==> src/rtl/jls_frame_feeder.sv <==
// Front-end for jls_encoder: accepts a multi-pixel ready/valid beat stream, issues the
// inew preamble and then serializes pixels one byte per cycle, flagging malformed frames.
module jls_frame_feeder #(
  parameter int unsigned WLEVEL     = 12,
  parameter int unsigned MIN_WIDTH  = 4,
  parameter int unsigned PPB        = 4,
  parameter int unsigned NEW_CYCLES = 368
) (
  input  logic                clk,
  input  logic                rst,
  input  logic [WLEVEL-1:0]   cfg_width,
  input  logic [15:0]         cfg_height,
  input  logic                s_valid,
  output logic                s_ready,
  input  logic                s_sof,
  input  logic [8*PPB-1:0]    s_data,
  output logic                inew,
  output logic                ivalid,
  output logic [7:0]          idata,
  output logic [WLEVEL-1:0]   owidth,
  output logic [15:0]         oheight,
  output logic                busy,
  output logic                done,
  output logic                err_short,
  output logic                err_long,
  output logic                err_cfg
);

  localparam int unsigned LW       = (PPB > 1) ? $clog2(PPB) : 1;
  localparam int unsigned CW       = 28;
  localparam int unsigned NCW      = (NEW_CYCLES > 2) ? $clog2(NEW_CYCLES) : 1;
  localparam int unsigned NEW_LAST = (NEW_CYCLES > 1) ? NEW_CYCLES - 2 : 0;

  typedef enum logic [1:0] {S_IDLE, S_NEW, S_PIX} state_e;

  // Registered outputs are decided one cycle ahead, so the internal NEW phase is one
  // cycle shorter than the visible inew run; the SOF cycle itself supplies the first.
  localparam state_e S_FIRST = (NEW_CYCLES > 1) ? S_NEW : S_PIX;

  state_e              state_q, state_d;
  logic [8*PPB-1:0]    hold_q, hold_d;
  logic                hold_vld_q, hold_vld_d;
  logic [LW-1:0]       lane_q, lane_d;
  logic [CW-1:0]       cnt_q, cnt_d;
  logic [CW-1:0]       total_q, total_d;
  logic [NCW-1:0]      new_cnt_q, new_cnt_d;
  logic [WLEVEL-1:0]   owidth_q, owidth_d;
  logic [15:0]         oheight_q, oheight_d;
  logic                inew_q, inew_d;
  logic                ivalid_q, ivalid_d;
  logic [7:0]          idata_q, idata_d;
  logic                busy_q, busy_d;
  logic                fin_q, fin_d;
  logic                done_q, done_d;
  logic                err_short_q, err_short_d;
  logic                err_long_q, err_long_d;
  logic                err_cfg_q, err_cfg_d;

  logic                emit, lane_last, frame_last, accept, sof_take, cfg_ok;
  logic [7:0]          lane_byte;

  always_comb begin
    lane_byte = 8'h00;
    for (int k = 0; k < PPB; k++) begin
      if (lane_q == LW'(k)) lane_byte = hold_q[8*k +: 8];
    end
  end

  assign emit       = (state_q == S_PIX) && hold_vld_q;
  assign lane_last  = (lane_q == LW'(PPB - 1));
  assign frame_last = emit && ((cnt_q + CW'(1)) == total_q);
  assign cfg_ok     = (cfg_width >= WLEVEL'(MIN_WIDTH)) && (cfg_height != 16'd0);

  // Ready while idle, or in PIX when the hold drains this cycle without ending the frame.
  assign s_ready = !rst && ((state_q == S_IDLE) ||
                   ((state_q == S_PIX) && (!hold_vld_q || (lane_last && !frame_last))));
  assign accept   = s_valid && s_ready;
  assign sof_take = accept && s_sof;

  always_ff @(posedge clk) begin
    if (rst) state_q <= S_IDLE;
    else     state_q <= state_d;
  end

  always_comb begin
    state_d = state_q;
    unique case (state_q)
      S_IDLE: if (sof_take && cfg_ok) state_d = S_FIRST;
      S_NEW:  if (new_cnt_q == NCW'(NEW_LAST)) state_d = S_PIX;
      S_PIX: begin
        if (sof_take)        state_d = cfg_ok ? S_FIRST : S_IDLE;
        else if (frame_last) state_d = S_IDLE;
      end
      default: state_d = S_IDLE;
    endcase
  end

  always_comb begin
    hold_d      = hold_q;
    hold_vld_d  = hold_vld_q;
    lane_d      = lane_q;
    cnt_d       = cnt_q;
    total_d     = total_q;
    new_cnt_d   = new_cnt_q;
    owidth_d    = owidth_q;
    oheight_d   = oheight_q;
    inew_d      = 1'b0;
    ivalid_d    = 1'b0;
    idata_d     = 8'h00;
    fin_d       = 1'b0;
    done_d      = fin_q;
    err_short_d = 1'b0;
    err_long_d  = 1'b0;
    err_cfg_d   = 1'b0;
    busy_d      = (state_q != S_IDLE) || (state_d != S_IDLE);

    if (state_q == S_NEW) begin
      inew_d    = 1'b1;
      new_cnt_d = new_cnt_q + NCW'(1);
    end

    if (emit) begin
      ivalid_d = 1'b1;
      idata_d  = lane_byte;
      cnt_d    = cnt_q + CW'(1);
      lane_d   = lane_last ? LW'(0) : lane_q + LW'(1);
      if (lane_last || frame_last) hold_vld_d = 1'b0;
      if (frame_last) begin
        fin_d  = 1'b1;
        lane_d = LW'(0);
      end
    end

    // Beat acceptance overrides the drain bookkeeping above.
    if (accept) begin
      if (!s_sof) begin
        if (state_q == S_IDLE) begin
          err_long_d = 1'b1;
        end else begin
          hold_d     = s_data;
          hold_vld_d = 1'b1;
          lane_d     = LW'(0);
        end
      end else begin
        if (state_q == S_PIX) err_short_d = 1'b1;
        if (cfg_ok) begin
          owidth_d   = cfg_width;
          oheight_d  = cfg_height;
          total_d    = CW'(cfg_width) * CW'(cfg_height);
          hold_d     = s_data;
          hold_vld_d = 1'b1;
          lane_d     = LW'(0);
          cnt_d      = '0;
          new_cnt_d  = '0;
          inew_d     = 1'b1;
        end else begin
          err_cfg_d  = 1'b1;
          hold_vld_d = 1'b0;
        end
      end
    end
  end

  always_ff @(posedge clk) begin
    if (rst) begin
      hold_q      <= '0;
      hold_vld_q  <= 1'b0;
      lane_q      <= '0;
      cnt_q       <= '0;
      total_q     <= '0;
      new_cnt_q   <= '0;
      owidth_q    <= '0;
      oheight_q   <= '0;
      inew_q      <= 1'b0;
      ivalid_q    <= 1'b0;
      idata_q     <= 8'h00;
      busy_q      <= 1'b0;
      fin_q       <= 1'b0;
      done_q      <= 1'b0;
      err_short_q <= 1'b0;
      err_long_q  <= 1'b0;
      err_cfg_q   <= 1'b0;
    end else begin
      hold_q      <= hold_d;
      hold_vld_q  <= hold_vld_d;
      lane_q      <= lane_d;
      cnt_q       <= cnt_d;
      total_q     <= total_d;
      new_cnt_q   <= new_cnt_d;
      owidth_q    <= owidth_d;
      oheight_q   <= oheight_d;
      inew_q      <= inew_d;
      ivalid_q    <= ivalid_d;
      idata_q     <= idata_d;
      busy_q      <= busy_d;
      fin_q       <= fin_d;
      done_q      <= done_d;
      err_short_q <= err_short_d;
      err_long_q  <= err_long_d;
      err_cfg_q   <= err_cfg_d;
    end
  end

  assign inew      = inew_q;
  assign ivalid    = ivalid_q;
  assign idata     = idata_q;
  assign owidth    = owidth_q;
  assign oheight   = oheight_q;
  assign busy      = busy_q;
  assign done      = done_q;
  assign err_short = err_short_q;
  assign err_long  = err_long_q;
  assign err_cfg   = err_cfg_q;

endmodule

==> config.mk <==
export PLATFORM = sky130hd
export DESIGN_NAME = jls_frame_feeder
export DESIGN_NICKNAME = d
export VERILOG_FILES = /design/src/rtl/jls_frame_feeder.sv
export SDC_FILE = /design/constraint.sdc
export NUM_CORES = 1
export LEC_CHECK = 0
export BUFFER_PORTS_ARGS = -buffer_cell sky130_fd_sc_hd__buf_4
export CORE_MARGIN = 1
export CORE_UTILIZATION = 40
export DETAILED_ROUTE_END_ITERATION = 10
export GPL_TIMING_DRIVEN = 0
export HOLD_SLACK_MARGIN = 0.03
export PLACE_DENSITY = 0.66
export SYNTH_ARGS = -nofsm -noshare
export SYNTH_HDL_FRONTEND = slang
export SYNTH_SLANG_ARGS = --single-unit
export TNS_END_PERCENT = 100
==> constraint.sdc <==
create_clock -name clk -period 17.45 [get_ports clk]
set_clock_uncertainty 0.1 [all_clocks]
set_input_delay 2.6175 -clock clk [delete_from_list [all_inputs] [get_ports clk]]
set_output_delay 2.6175 -clock clk [all_outputs]
set_load 0.005 [all_outputs]
==> results of run 1 <==
sequential cells by signal (all words and copies together) (netlist names), 2 cells and up:
signal and count:
hold_q 32, owidth 12, oheight 16, state_q 2, lane_q 2, cnt_q 28
new_cnt_q 9, total_q 28, idata 8
worst paths after layout:
path	slack [ns]	end	cells past startpoint	from
hold / removal	0.35	done$_SDFF_PP0_	1	done_d$_SDFF_PP0_
setup / recovery	9.06	total_q[19]$_SDFFE_PP0P_	19	cfg_width[4]
hold reg to reg	0.35	done$_SDFF_PP0_	1	done_d$_SDFF_PP0_
setup reg to reg	13.82	oheight[15]$_SDFFE_PP0P_	11	cnt_q[0]$_SDFF_PP0_
placed cells by master, fill, tap and decap left out, types with 11 or more instances in the layout:
master	instances
a21oi_1	101
and2_1	68
and3_1	13
buf_2	11
buf_4	100
clkbuf_1	88
clkbuf_16	17
dfxtp_1	146
fa_1	140
ha_1	73
inv_1	184
mux2_2	25
nand2_1	170
nand3_1	79
nand4_1	18
nor2_1	70
nor2b_1	39
nor3_1	56
nor4_1	13
o21ai_0	67
xnor2_1	49
xor2_1	40
routing by layer:
layer / global-route usage [%] / up-vias
li1: - / 5422
met1: 28.5 / 5515
met2: 38.6 / 313
met3: 2.39 / 67
met4: 8.20 / 2
met5: 0 / -
power by group through the flow:
| stage | registers (uW) | logic, uW | clock network (uW) |
|---|---|---|---|
| finish | 373 | 1160 | 348 |
| CTS | 372 | 1150 | 351 |
| global placement | 379 | 1120 | 0 |
| detailed placement | 380 | 1140 | 0 |
| global route | 375 | 1320 | 366 |
| floorplan | 373 | 899 | 0 |
kinds of logic (layout without fill, tap and decap cells):
group	count (synthesis)	after routing	share of synthesized area, %
fa+ha+maj	213	213	28.0
compound gates	241	241	10.9
buf+inv	289	421	8.45
xor+xnor	89	89	5.87
flops	146	146	22.0
simple gates	567	567	21.8
mux	35	35	2.94
stage by stage:
stage / hold WS, ns / instances / area (um^2) / setup WS (ns) / utilization [%]
floorplan: 0.314 / 1580 / 13300 / 9.61 / -
global placement: 0.327 / 2122 / 14600 / 8.66 / 44.7
detailed placement: 0.335 / 2122 / 14600 / 8.56 / 44.7
CTS: 0.348 / 2154 / 15100 / 9.00 / 46.4
global route: 0.351 / 2154 / 15100 / 8.70 / 46.4
finish: 0.345 / 2154 / 15100 / 9.06 / 46.4
worst max-delay path, stage by stage:
cell	delay [ns]
clkbuf_1	0.60
clkbuf_1	0.47
nand2_1	0.15
fa_1	0.50
fa_1	0.51
fa_1	0.55
inv_1	0.05
fa_1	0.47
inv_1	0.05
fa_1	0.47
inv_1	0.04
ha_1	0.32
o21ai_0	0.12
o31ai_1	0.46
a31oi_1	0.24
or4b_2	0.63
o311ai_0	0.13
o21ai_0	0.14
a21oi_1	0.15
area by class of cell:
type	count	area, um^2	area share [%]
Inverter	184	691	4.56
Clock inverter	14	125	0.827
Timing Repair Buffer	100	751	4.96
Buffer	105	430	2.84
Clock buffer	18	439	2.90
Sequential cell	146	2920	19.3
Tap cell	442	553	3.65
Multi-Input combinational cell	1145	9230	60.9
==> results.json, run 1 <==
{
  "cts_tree": "yes",
  "min_path_type": "flop to flop",
  "cts_hold_buf": 0,
  "tns_ns": 0,
  "clk-insertion-delay-late_ns": 0.43,
  "rows": 66,
  "root_buffer": "clkbuf_16",
  "nets": 1976,
  "p_int_uw": 1040,
  "status": "complete, no violations",
  "dr.pass1.iters": 5,
  "syn_to_final_growth_pct": 14.1,
  "via_per_inst": 5.25,
  "p_leak_uw": 0.00668,
  "startpoint_type": "input pin",
  "gp_congestion": 0.890,
  "vdd_drop_max_mv": 0.0792,
  "drc": 0,
  "vias": 11300,
  "synthTopCellsByArea": "dfxtp_1 (22%), fa_1 (21%), ha_1 (6.9%)",
  "syn-cell-area_um2": 13300,
  "max_slew_margin_pct": 27.9,
  "ioPinCount": 108,
  "max_freq_mhz": 119,
  "p_clk_share_pct": 18.6,
  "fillCellCount": 3254,
  "rsz0062_at_grt": "false",
  "met1Wirelength_mm": 15.9,
  "syn_avg_cell_area_um2": 8.40,
  "highest_layer": "met5",
  "wl_met3_mm": 1.73,
  "route.met2.wl_mm": 17.6,
  "grt_pass1_vias": 11500,
  "hold_viol_final": 0,
  "syn-num-nets": 1857,
  "dieHeight_um": 184,
  "fin_crit_ns": 8.39,
  "yosysSeqAreaShare_pct": 22.0,
  "drt_iter0_drc": 680,
  "finalSetupViolCount": 0,
  "p_seq_share_pct": 19.8,
  "ys.flop_type": "dfxtp_1",
  "comb_power_share_pct": 61.6,
  "min_period_over_period_pct": 48.1,
  "portBuffers": 100,
  "layout-drive-gt1-share_pct": 11.0,
  "yosys_register_bits": 146,
  "cts_sinks": 146,
  "clk_pin_slew_worst_paths_ns": 0.06,
  "synth_cell_types": 65,
  "power_density_nw_per_um2": 124,
  "cp_max_fo": 10,
  "worst_pin_slew_ns": 1.07,
  "p_switching_uw": 836,
  "synthTopCellsByCount": "inv_1 (184), nand2_1 (170), dfxtp_1 (146)",
  "cts_resized": 0,
  "grt.total_usage_pct": 22.2,
  "required_ns": 17.71,
  "async_flop_share_pct": 0,
  "routedWlPerCell_um": 16.9,
  "grt_max_degree": 17,
  "yosysTopAreaCell": "dfxtp_1",
  "ys_warn_count": 0,
  "overflow": 0,
  "insertedDiodeCount": 0,
  "netlist.area_leader.share_pct": 22.0,
  "total_power_uw": 1880,
  "post_cts_buffers": 0,
  "cts-buffers-inserted": 17,
  "antenna_found_initial": 1,
  "crit_type": "input pin to flop",
  "dieArea_um2": 33900,
  "drv_cap": 0,
  "start_util_pct": 40.7,
  "core_area_um2": 32600,
  "clockBufferDepth": 2,
  "die_w_um": 184,
  "synth_edf_count": 0,
  "synth_most_common_cell": "inv_1",
  "h-tree-depth": 4,
  "swShare_pct": 44.5,
  "hpwl_mm": 29.0,
  "cp-end-kind": "flop",
  "worstPathArrival_ns": 8.65,
  "grt_first_pass_wirelength_mm": 59.0,
  "synthCells": 1580,
  "wirelength_mm": 36.4,
  "drv_slew": 0,
  "antenna_left": 0
}
(Power assumes the default switching activity.)
==> inputs of run 2 (changes only) <==
- PLACE_DENSITY: 0.66 -> 0.68
- clock period: 17.45 -> 7.42 ns (I/O delays scaled with it)
==> results.json, run 2 (synthesis gave the netlist of run 1 again) <==
{
  "routedWlPerCell_um": 16.9,
  "cts-buffers-inserted": 17,
  "fin_crit_ns": 6.90,
  "grt_first_pass_wirelength_mm": 58.3,
  "drt_iter0_drc": 649,
  "hold_viol_final": 0,
  "nets": 1976,
  "antenna_left": 0,
  "insertedDiodeCount": 0,
  "vias": 11400,
  "min_path_type": "flop to flop",
  "rsz0062_at_grt": "false",
  "worstPathArrival_ns": 7.15,
  "reg_top3": "hold_q x32, cnt_q x28, total_q x28",
  "p_leak_uw": 0.00671,
  "clk-insertion-delay-late_ns": 0.43,
  "setup_slack_ns": 0.522,
  "gp_congestion": 0.923,
  "clk_pin_slew_worst_paths_ns": 0.07,
  "layout-drive-gt1-share_pct": 11.0,
  "grt_max_degree": 17,
  "reg2reg_depth": 10,
  "core_area_um2": 32600,
  "layout_common_cells": "inv_1 (184), nand2_1 (170), dfxtp_1 (146), fa_1 (140), a21oi_1 (101)",
  "syn_to_final_growth_pct": 14.3,
  "tns_ns": 0,
  "cp_max_fo": 10,
  "max_slew_margin_pct": 29.7,
  "place_area_um2": 14600,
  "drv_cap": 0,
  "dieArea_um2": 33900,
  "worst_pin_slew_ns": 1.05,
  "grt_pass1_vias": 11300,
  "startpoint_type": "input pin",
  "cts_tree": "yes",
  "timing.critical_path.mode_cell": "fa_1",
  "root_buffer": "clkbuf_16",
  "cts_sinks": 146,
  "pre_cts_ws_ns": 0.0896,
  "min_period_over_period_pct": 93.0,
  "h-tree-depth": 4,
  "design_area_um2": 15200,
  "final_common_cell": "inv_1",
  "grt.total_usage_pct": 22.0,
  "rows": 66,
  "wirelength_mm": 36.3,
  "overflow": 0,
  "dr.pass1.iters": 5,
  "drv_slew": 0,
  "post_cts_buffers": 0,
  "largest-register": "hold_q",
  "min_path_cells": 1,
  "cts_resized": 0,
  "via_per_inst": 5.30,
  "dieHeight_um": 184,
  "required_ns": 7.68,
  "portBuffers": 100,
  "fillCellCount": 3217,
  "drc": 0,
  "crit_chain": "clkbuf_1, clkbuf_1, nand2_1, fa_1, inv_1, fa_1, inv_1, fa_1, fa_1, inv_1, ha_1, o21ai_0, o211a_1, o31ai_1, a31oi_1, or4b_2, o311ai_0, o21ai_0, a21oi_1",
  "cts_hold_buf": 0,
  "finalSetupViolCount": 0,
  "status": "complete, no violations",
  "slowest_stage": "or4b_2",
  "hpwl_mm": 28.6,
  "max_freq_mhz": 145,
  "vdd_drop_max_mv": 0.198,
  "crit_type": "input pin to flop",
  "largest_reg_flops": 32,
  "clockBufferDepth": 2,
  "ioPinCount": 108,
  "die_w_um": 184,
  "cp-end-kind": "flop",
  "critPathMaxStageDelay_ns": 0.62,
  "power_density_nw_per_um2": 294,
  "start_util_pct": 40.7,
  "antenna_found_initial": 1
}
==> run 2: cell types whose count changed in the layout (fill, tap and decap cells not counted) <==
cell,previous run,this run
inv_6,1,5
clkinvlp_4,3,0
clkinv_8,0,2
clkbuf_8,1,0
bufinv_16,0,1
clkinv_4,5,1
clkinv_2,1,2
==> run 2: final timing paths <==
check / start / end / slack [ns]
setup reg to reg: cnt_q[2]$_SDFF_PP0_ / hold_q[0]$_SDFFE_PP0P_ / 3.85
hold / removal: done_d$_SDFF_PP0_ / done$_SDFF_PP0_ / 0.36
hold reg to reg: done_d$_SDFF_PP0_ / done$_SDFF_PP0_ / 0.36
setup / recovery: cfg_width[2] / total_q[19]$_SDFFE_PP0P_ / 0.52
==> run 2: worst max-delay path: cells and delay by family <==
family / cells / cell delay, ns
buffers and inverters: 5 / 1.26
and+or+nand+nor: 2 / 0.79
AOI/OAI and AO/OA: 7 / 1.57
adders and majority gates: 5 / 2.40
==> run 2: through the flow <==
stage          util (%)  cells  total power, uW  hold WS [ns]
6_report           46.5   2154             4460         0.364
5_1_grt            46.5   2154             4880         0.386
4_1_cts            46.5   2154             4450         0.370
3_5_place_dp       44.7   2122             3570         0.353
3_3_place_gp       44.7   2122             3530         0.324
2_1_floorplan         -   1580             2990         0.314
==> run 2: area by class of cell <==
type / count / area [um^2] / share of cell area (%)
plain buffers: 105 / 430 / 2.84
clock buffers: 17 / 425 / 2.80
clock inverters: 15 / 170 / 1.12
inverters: 184 / 691 / 4.55
multi-input cells: 1145 / 9230 / 60.8
flip-flops and latches: 146 / 2920 / 19.3
well taps: 442 / 553 / 3.65
repair buffers: 100 / 751 / 4.95
==> run 2: where the power goes <==
group          internal, uW  switching (uW)
Combinational          1170            1550
Sequential              834            43.1
Clock                   480             384
Total                  2480            1970
==> run 2: routing by layer <==
layer	vias to the layer above	wire length, um	global-route usage [%]
li1	5421	-	-
met1	5553	15600	28.0
met2	376	17300	37.4
met3	74	2240	3.44
met4	0	1160	8.47
met5	-	0	0
